**src/rtl/program_loader.sv**
```systemverilog
// Byte-stream program loader: receives a 16-bit word count followed by that many
// 16-bit words (high byte first) and writes them to instruction memory starting at
// address 0, holding the CPU in reset until a load completes successfully.
module program_loader #(
    parameter int unsigned OPERAND_WIDTH     = 11,
    parameter int unsigned INSTRUCTION_WIDTH = 16
) (
    input  logic                         clock_in,
    input  logic                         reset_in,
    input  logic                         start_in,
    input  logic [7:0]                   byte_in,
    input  logic                         byte_valid_in,
    output logic                         byte_ready_out,
    output logic [OPERAND_WIDTH-1:0]     imem_address_out,
    output logic [INSTRUCTION_WIDTH-1:0] imem_data_out,
    output logic                         imem_wr_out,
    output logic                         cpu_hold_out,
    output logic                         busy_out,
    output logic                         done_out,
    output logic                         error_out
);

    // Counter is one bit wider than the address so a full-memory load (N = 2^OPERAND_WIDTH)
    // can reach its terminal count without wrapping.
    localparam int unsigned CNT_W     = OPERAND_WIDTH + 1;
    localparam logic [31:0] MAX_WORDS = 32'd1 << OPERAND_WIDTH;

    typedef enum logic [2:0] {
        StIdle,
        StLenHi,
        StLenLo,
        StDataHi,
        StDataLo,
        StWrite,
        StDone,
        StError
    } state_t;

    state_t                         r_state;
    logic [CNT_W-1:0]               r_count;
    logic [15:0]                    r_len;
    logic [7:0]                     r_hi_byte;
    logic [OPERAND_WIDTH-1:0]       r_imem_addr;
    logic [INSTRUCTION_WIDTH-1:0]   r_imem_data;
    logic                           r_imem_wr;

    logic                           w_ready;
    logic                           w_accept;
    logic [15:0]                    w_word;
    logic [CNT_W-1:0]               w_cnt_next;

    assign w_ready    = (r_state == StLenHi) || (r_state == StLenLo) ||
                        (r_state == StDataHi) || (r_state == StDataLo);
    assign w_accept   = w_ready && byte_valid_in;
    assign w_word     = {r_hi_byte, byte_in};
    assign w_cnt_next = r_count + CNT_W'(1);

    // Load sequencer: parses the stream and issues one registered write per word.
    always_ff @(posedge clock_in or negedge reset_in) begin
        if (!reset_in) begin
            r_state     <= StIdle;
            r_count     <= '0;
            r_len       <= '0;
            r_hi_byte   <= '0;
            r_imem_addr <= '0;
            r_imem_data <= '0;
            r_imem_wr   <= 1'b0;
        end else begin
            r_imem_wr <= 1'b0;
            case (r_state)
                StIdle, StDone, StError: begin
                    if (start_in) begin
                        r_state <= StLenHi;
                        r_count <= '0;
                    end
                end
                StLenHi: begin
                    if (w_accept) begin
                        r_hi_byte <= byte_in;
                        r_state   <= StLenLo;
                    end
                end
                StLenLo: begin
                    if (w_accept) begin
                        r_len <= w_word;
                        if (w_word == 16'd0) begin
                            r_state <= StDone;
                        end else if (32'(w_word) > MAX_WORDS) begin
                            r_state <= StError;
                        end else begin
                            r_state <= StDataHi;
                        end
                    end
                end
                StDataHi: begin
                    if (w_accept) begin
                        r_hi_byte <= byte_in;
                        r_state   <= StDataLo;
                    end
                end
                StDataLo: begin
                    if (w_accept) begin
                        r_imem_wr   <= 1'b1;
                        r_imem_addr <= r_count[OPERAND_WIDTH-1:0];
                        r_imem_data <= INSTRUCTION_WIDTH'(w_word);
                        r_state     <= StWrite;
                    end
                end
                StWrite: begin
                    r_count <= w_cnt_next;
                    if (32'(w_cnt_next) == 32'(r_len)) begin
                        r_state <= StDone;
                    end else begin
                        r_state <= StDataHi;
                    end
                end
                default: r_state <= StIdle;
            endcase
        end
    end

    assign byte_ready_out   = w_ready;
    assign imem_address_out = r_imem_addr;
    assign imem_data_out    = r_imem_data;
    assign imem_wr_out      = r_imem_wr;
    assign cpu_hold_out     = (r_state != StDone);
    assign busy_out         = w_ready || (r_state == StWrite);
    assign done_out         = (r_state == StDone);
    assign error_out        = (r_state == StError);

endmodule
```
**config.mk**
```make
export PLATFORM = sky130hd
export DESIGN_NAME = program_loader
export DESIGN_NICKNAME = d
export VERILOG_FILES = /design/src/rtl/program_loader.sv
export SDC_FILE = /design/constraint.sdc
export NUM_CORES = 1
export LEC_CHECK = 0
export CELL_PAD_IN_SITES_DETAIL_PLACEMENT = 1
export CELL_PAD_IN_SITES_GLOBAL_PLACEMENT = 1
export CORE_ASPECT_RATIO = 1.25
export CORE_MARGIN = 4
export CORE_UTILIZATION = 39
export DETAILED_ROUTE_END_ITERATION = 8
export GPL_ROUTABILITY_DRIVEN = 0
export PLACE_DENSITY_LB_ADDON = 0.1
export SLEW_MARGIN = 20
export SYNTH_ARGS = -nofsm -noshare
export SYNTH_HDL_FRONTEND = slang
export SYNTH_SLANG_ARGS = --single-unit
```
**constraint.sdc**
```tcl
create_clock -name clock_in -period 1.7 [get_ports clock_in]
set_input_delay 0.34 -clock clock_in [delete_from_list [all_inputs] [get_ports clock_in]]
set_output_delay 0.34 -clock clock_in [all_outputs]
set_load 0.02 [all_outputs]
```
### Word level (Yosys, flattened, before mapping)

Cells that the tools add are included.

| storage, ports and cells | value |
|---|---|
| bits of input ports | 12 |
| register bits | 67 |
| output and inout bits | 33 |

| cells by class | value |
|---|---|
| eq/ne operators | 14 |
| order comparisons | 1 |
| add/subtract/negate cells | 1 |
| reductions and logical operators | 15 |
| muxes and demuxes | 13 |

Operators by type and width:

| kind | count |
|---|---|
| $mux W3 | 8 |
| $pmux W12 S2 | 1 |
| $pmux W3 S6 | 1 |
| $eq A12 B16 Y1 | 1 |
| $gt A16 B12 Y1 const B | 1 |
| $logic_not A16 Y1 | 1 |
| $add A12 B1 Y12 const B | 1 |
| $eq A3 B3 Y1 const B | 4 |
| $mux W12 | 1 |
| $ne A2 B2 Y1 const B | 5 |
| $reduce_and A2 Y1 | 4 |
| $eq A3 B2 Y1 const B | 2 |
| $reduce_and A5 Y1 | 1 |
| $logic_or A1 B1 Y1 | 4 |
| $eq A3 B1 Y1 const B | 1 |
| $logic_not A3 Y1 | 1 |
| $ne A3 B3 Y1 const B | 1 |
| $reduce_or A3 Y1 | 1 |
| $mux W1 | 2 |
| $reduce_bool A2 Y1 | 1 |
| $reduce_or A2 Y1 | 1 |
| $logic_and A1 B1 Y1 | 1 |

### Longest topological paths before layout

Gate-level depths: netlist (run 1).

| logic depth | value |
|---|---|
| depth after elaboration | 7 |
| gate-level depth with buffers | 7 |
| depth with buffers taken out | 6 |

### Worst setup path after synthesis (run 1)

No wires, ideal clock.

| timing path | value |
|---|---|
| path kind | flip-flop to flip-flop |
| start | register r_count[0] |
| end | register r_state[0] |
| library setup time | 0.119 ns |
| slack | -0.158 ns |
| stages on the path, launching flop included | 7 |
| arrival | 1.739 ns |
| period minus slack after synthesis | 1.858 ns |
| buffers on the path | 0 |
| cells stage by stage | dfrtp_1 > ha_1 > nand3_4 > nor3_2 > mux2i_1 > o21a_1 > o21ba_2 |

| on the way | value |
|---|---|
| longest elaborated chain between the ends | 4 |

Ends and longest elaborated chain:

| what | RTL line | RTL |
|---|---|---|
| start, declared | 40 | `logic [CNT_W-1:0] r_count;` |
| start signal, assigned | 110 | `r_count <= w_cnt_next;` |
| $add A12 B1 Y12 | 56 | `assign w_cnt_next = r_count + CNT_W'(1);` |
| $eq A12 B16 Y1 | 111 | `if (32'(w_cnt_next) == 32'(r_len)) begin` |
| $mux W3 | 111 |  |
| $pmux W3 S6 | 70 | `case (r_state)` |
| end signal, assigned | 73 | `r_state <= StLenHi;` |
| end signal, assigned | 112 | `r_state <= StDone;` |
| end signal, assigned | 114 | `r_state <= StDataHi;` |
| end, declared | 39 | `state_t r_state;` |

Every way passes these cells.
A chain may end at the register's enable or synchronous reset.

### Worst setup path in the final report (run 1)

| timing path | value |
|---|---|
| start | input byte_in[7] |
| end | register r_state[2] |

| on the way | value |
|---|---|
| longest elaborated chain between the ends | 5 |

Ends and longest elaborated chain:

| what | RTL line | RTL |
|---|---|---|
| start, declared | 11 | `input logic [7:0] byte_in,` |
| $gt A16 B12 Y1 | 88 | `end else if (32'(w_word) > MAX_WORDS) begin` |
| $mux W3 | 88 |  |
| $mux W3 * | 86 | `if (w_word == 16'd0) begin` |
| $mux W3 * | 84 | `if (w_accept) begin` |
| $pmux W3 S6 * | 70 |  |
| end signal, assigned | 73 |  |
| end signal, assigned | 87 | `r_state <= StDone;` |
| end signal, assigned | 89 | `r_state <= StError;` |

Mark *: on every way between the ends. The rest lies on a longest branch, timed or not. The select of a mux whose other input is x is not followed.

==> results of run 1 <==
==> routing by layer <==
metal / track usage [%] / wire [µm] / part of all wire, %
met5: 0 / 0 / 0
met4: 9.57 / 333 / 3.8
met3: 3.20 / 286 / 3.2
met2: 31.2 / 4510 / 51
met1: 22.8 / 3690 / 42
==> worst max-delay path by stage <==
stage | from | cells past startpoint | endpoint | slack [ps]
2_1_floorplan | r_count[0] | 6 | r_state[0] | -3
3_3_place_gp | byte_in[1] | 6 | r_state[2] | -510
3_5_place_dp | byte_in[1] | 6 | r_state[2] | -520
4_1_cts | r_count[1] | 7 | r_state[2] | -150
5_1_grt | r_len[13] | 7 | r_state[2] | -300
6_report | byte_in[7] | 6 | r_state[2] | -150
==> cell type report <==
cell class              count  share of cell area (%)
flip-flops and latches     67                    36.5
inverters                   5                   0.407
clock buffers              11                    2.85
multi-input cells         185                    34.7
repair buffers            106                    21.3
well taps                  95                    2.58
clock inverters             5                    1.68
==> cells by family (layout without fill, tap and decap cells) <==
kind of cell    after synthesis  in the layout  synth area share, %
fa+ha+maj                     1              1                0.385
mux                          55             55                 18.9
xor+xnor                     13             13                 4.39
buf+inv                      21            127                 2.89
compound gates               51             51                 10.2
simple gates                 65             65                 11.7
flops                        67             67                 51.6
==> state kept, by name, indices dropped and copies added, names as in the netlist <==
register,cells
r_hi_byte,8
imem_wr_out,1
imem_address_out,11
r_count,12
r_len,16
imem_data_out,16
r_state,3
==> synth_stat cells, types with 4 or more instances <==
library cell and count:
dfrtp_1 67, mux2_2 51, o21ai_0 18, nand2_1 12
nor2_1 11, a21oi_1 9, buf_2 9, xor2_1 8
clkbuf_1 6, inv_1 5, and3_1 4, mux2i_1 4
nand3_1 4, nor3_1 4, o31ai_1 4
==> critical path, cell delays in order <==
cell             delay [ps]
clkdlybuf4s50_1         480
or4_1                   550
or4_1                   480
a31oi_1                 140
a21oi_1                  70
o21ai_2                  50
==> report_power, final <==
part           internal [µW]  switching [µW]  leakage (µW)  total, µW
Combinational           1940            1580       0.00118       3520
Clock                    822             614      0.000103       1440
Sequential              2190             473      0.000846       2660
==> through the flow <==
stage | instances | setup WS [ps] | hold slack (ps)
after detailed placement | 449 | -520 | 361
after CTS | 466 | -149 | 423
after global routing | 474 | -300 | 463
final | 474 | -154 | 443
after global placement | 449 | -510 | 352
after floorplan | 273 | -3.41 | 44.4
==> what timing repair did <==
action	CTS	global route
endpoints found under the hold margin	45	0
pin swaps	2	5
hold buffers	1	0
resized for setup	27	49
buffers inserted	0	5
setup endpoints to repair	45	63
cloned	0	3
==> metrics.csv, run 1 <==
metric;value;unit
viasPerCell;5.37;
hold_viol;0;
cts_tree;done;
worst_slew_pin_slew;322;ps
multi_input_area;1600;µm²
core.rowCount;36;
synthCells;273;
outcome;complete, but fails checks;
nFillCells;830;
critPathCaptureType;flip-flop;
postRouteAntennaNets;0;
synth_edf_count;0;
grt_usage;18.7;%
maxSlewViolCount;0;
synth_cell_type_count;54;
post-route-util;57.9;%
area_growth;42.0;%
r2r_start;r_len[13];
drive_gt1_share;42.7;%
cap_violations;0;
hpwl;6130;µm
fp.dieArea;9870;µm²
final_cell_mix;dfrtp_1 (61), mux2_2 (51), buf_4 (51), clkdlybuf4s50_1 (30), o21ai_0 (15);
grt_pass1_wl;13900;µm
diodes;0;
max-slew-margin-rel;78.3;%
finalWorstSetupSlack;-154;ps
die_w;89.7;µm
synth_seq_cells;67;
regArea;1680;µm²
clock-sinks;67;
cp.required;1970;ps
ir_drop;0.000833;V
finalSetupViolCount;2;
syn-num-nets;286;
skew;5.77;ps
p_total;7620;µW
grt_pass1_vias;2763;
route.detailed.drc;0;
clockBufferDepth;2;
worstHoldStart;byte_in[1];
dr.pass1.iters;4;
routed_wl;8820;µm
numPortBuffers;44;
syn_area;3250;µm²
final_common_cell;dfrtp_1;
violations;negative setup slack;
grt_overflow_total;0;
min_to;imem_data_out[1];
worstSkewPairLatency;340;ps
netlist.area_leader.share;51.6;%
grt_antenna_before_repair;0;
first_iter_violations;64;
critPathKind;input pin to flip-flop;
arrival;2120;ps
core;7970;µm²
design_area;4620;µm²
setup.worst_path.start_class;input pin;
rsz0062_at_grt;yes;
r2r_cells;6;
min_period;1850;ps
p_leak;0.00212;µW
synthArstFlopShare;100;%
cts.root.buffer_cell;clkbuf_8;
fmax;0.539;GHz
post_drt_wl_per_cell;18.6;µm
finalNetCount;387;
rrSetupSlack;-150;ps
cts-htree-levels;3;
synth_top_flop_cell;dfrtp_1;
cts-buffers-inserted;9;
grt_max_degree;46;
clkTransAtPathRegs;70;ps
seq_area_frac_synth;51.6;%
die_h;110;µm
placed_area;4190;µm²
reg2reg_to;r_state[0];
ys_warn_count;0;
synth_area_leaders;dfrtp_1 (52%), mux2_2 (18%), o21ai_0 (2.8%);
power_density;1650;nW/µm²
finalSetupTns;-307;ps
synth_area_leader_cell;dfrtp_1;
hp-class;input pin to flip-flop;
worstHoldPathCells;2;
layout_worst_path_cycle_share;109;%
initial_utilization;40.8;%
syn_area_per_cell;11.9;µm²
worstPathMaxFanout;4;
route.vias.total;2546;
io_pins;45;
(Power assumes the default switching activity.)
==> inputs of run 2 (changes only) <==
CTS_CLUSTER_DIAMETER = 200   (was default)
==> results of run 2 <==
No change in the layout: final DEF, timing and power equal those of run 1.
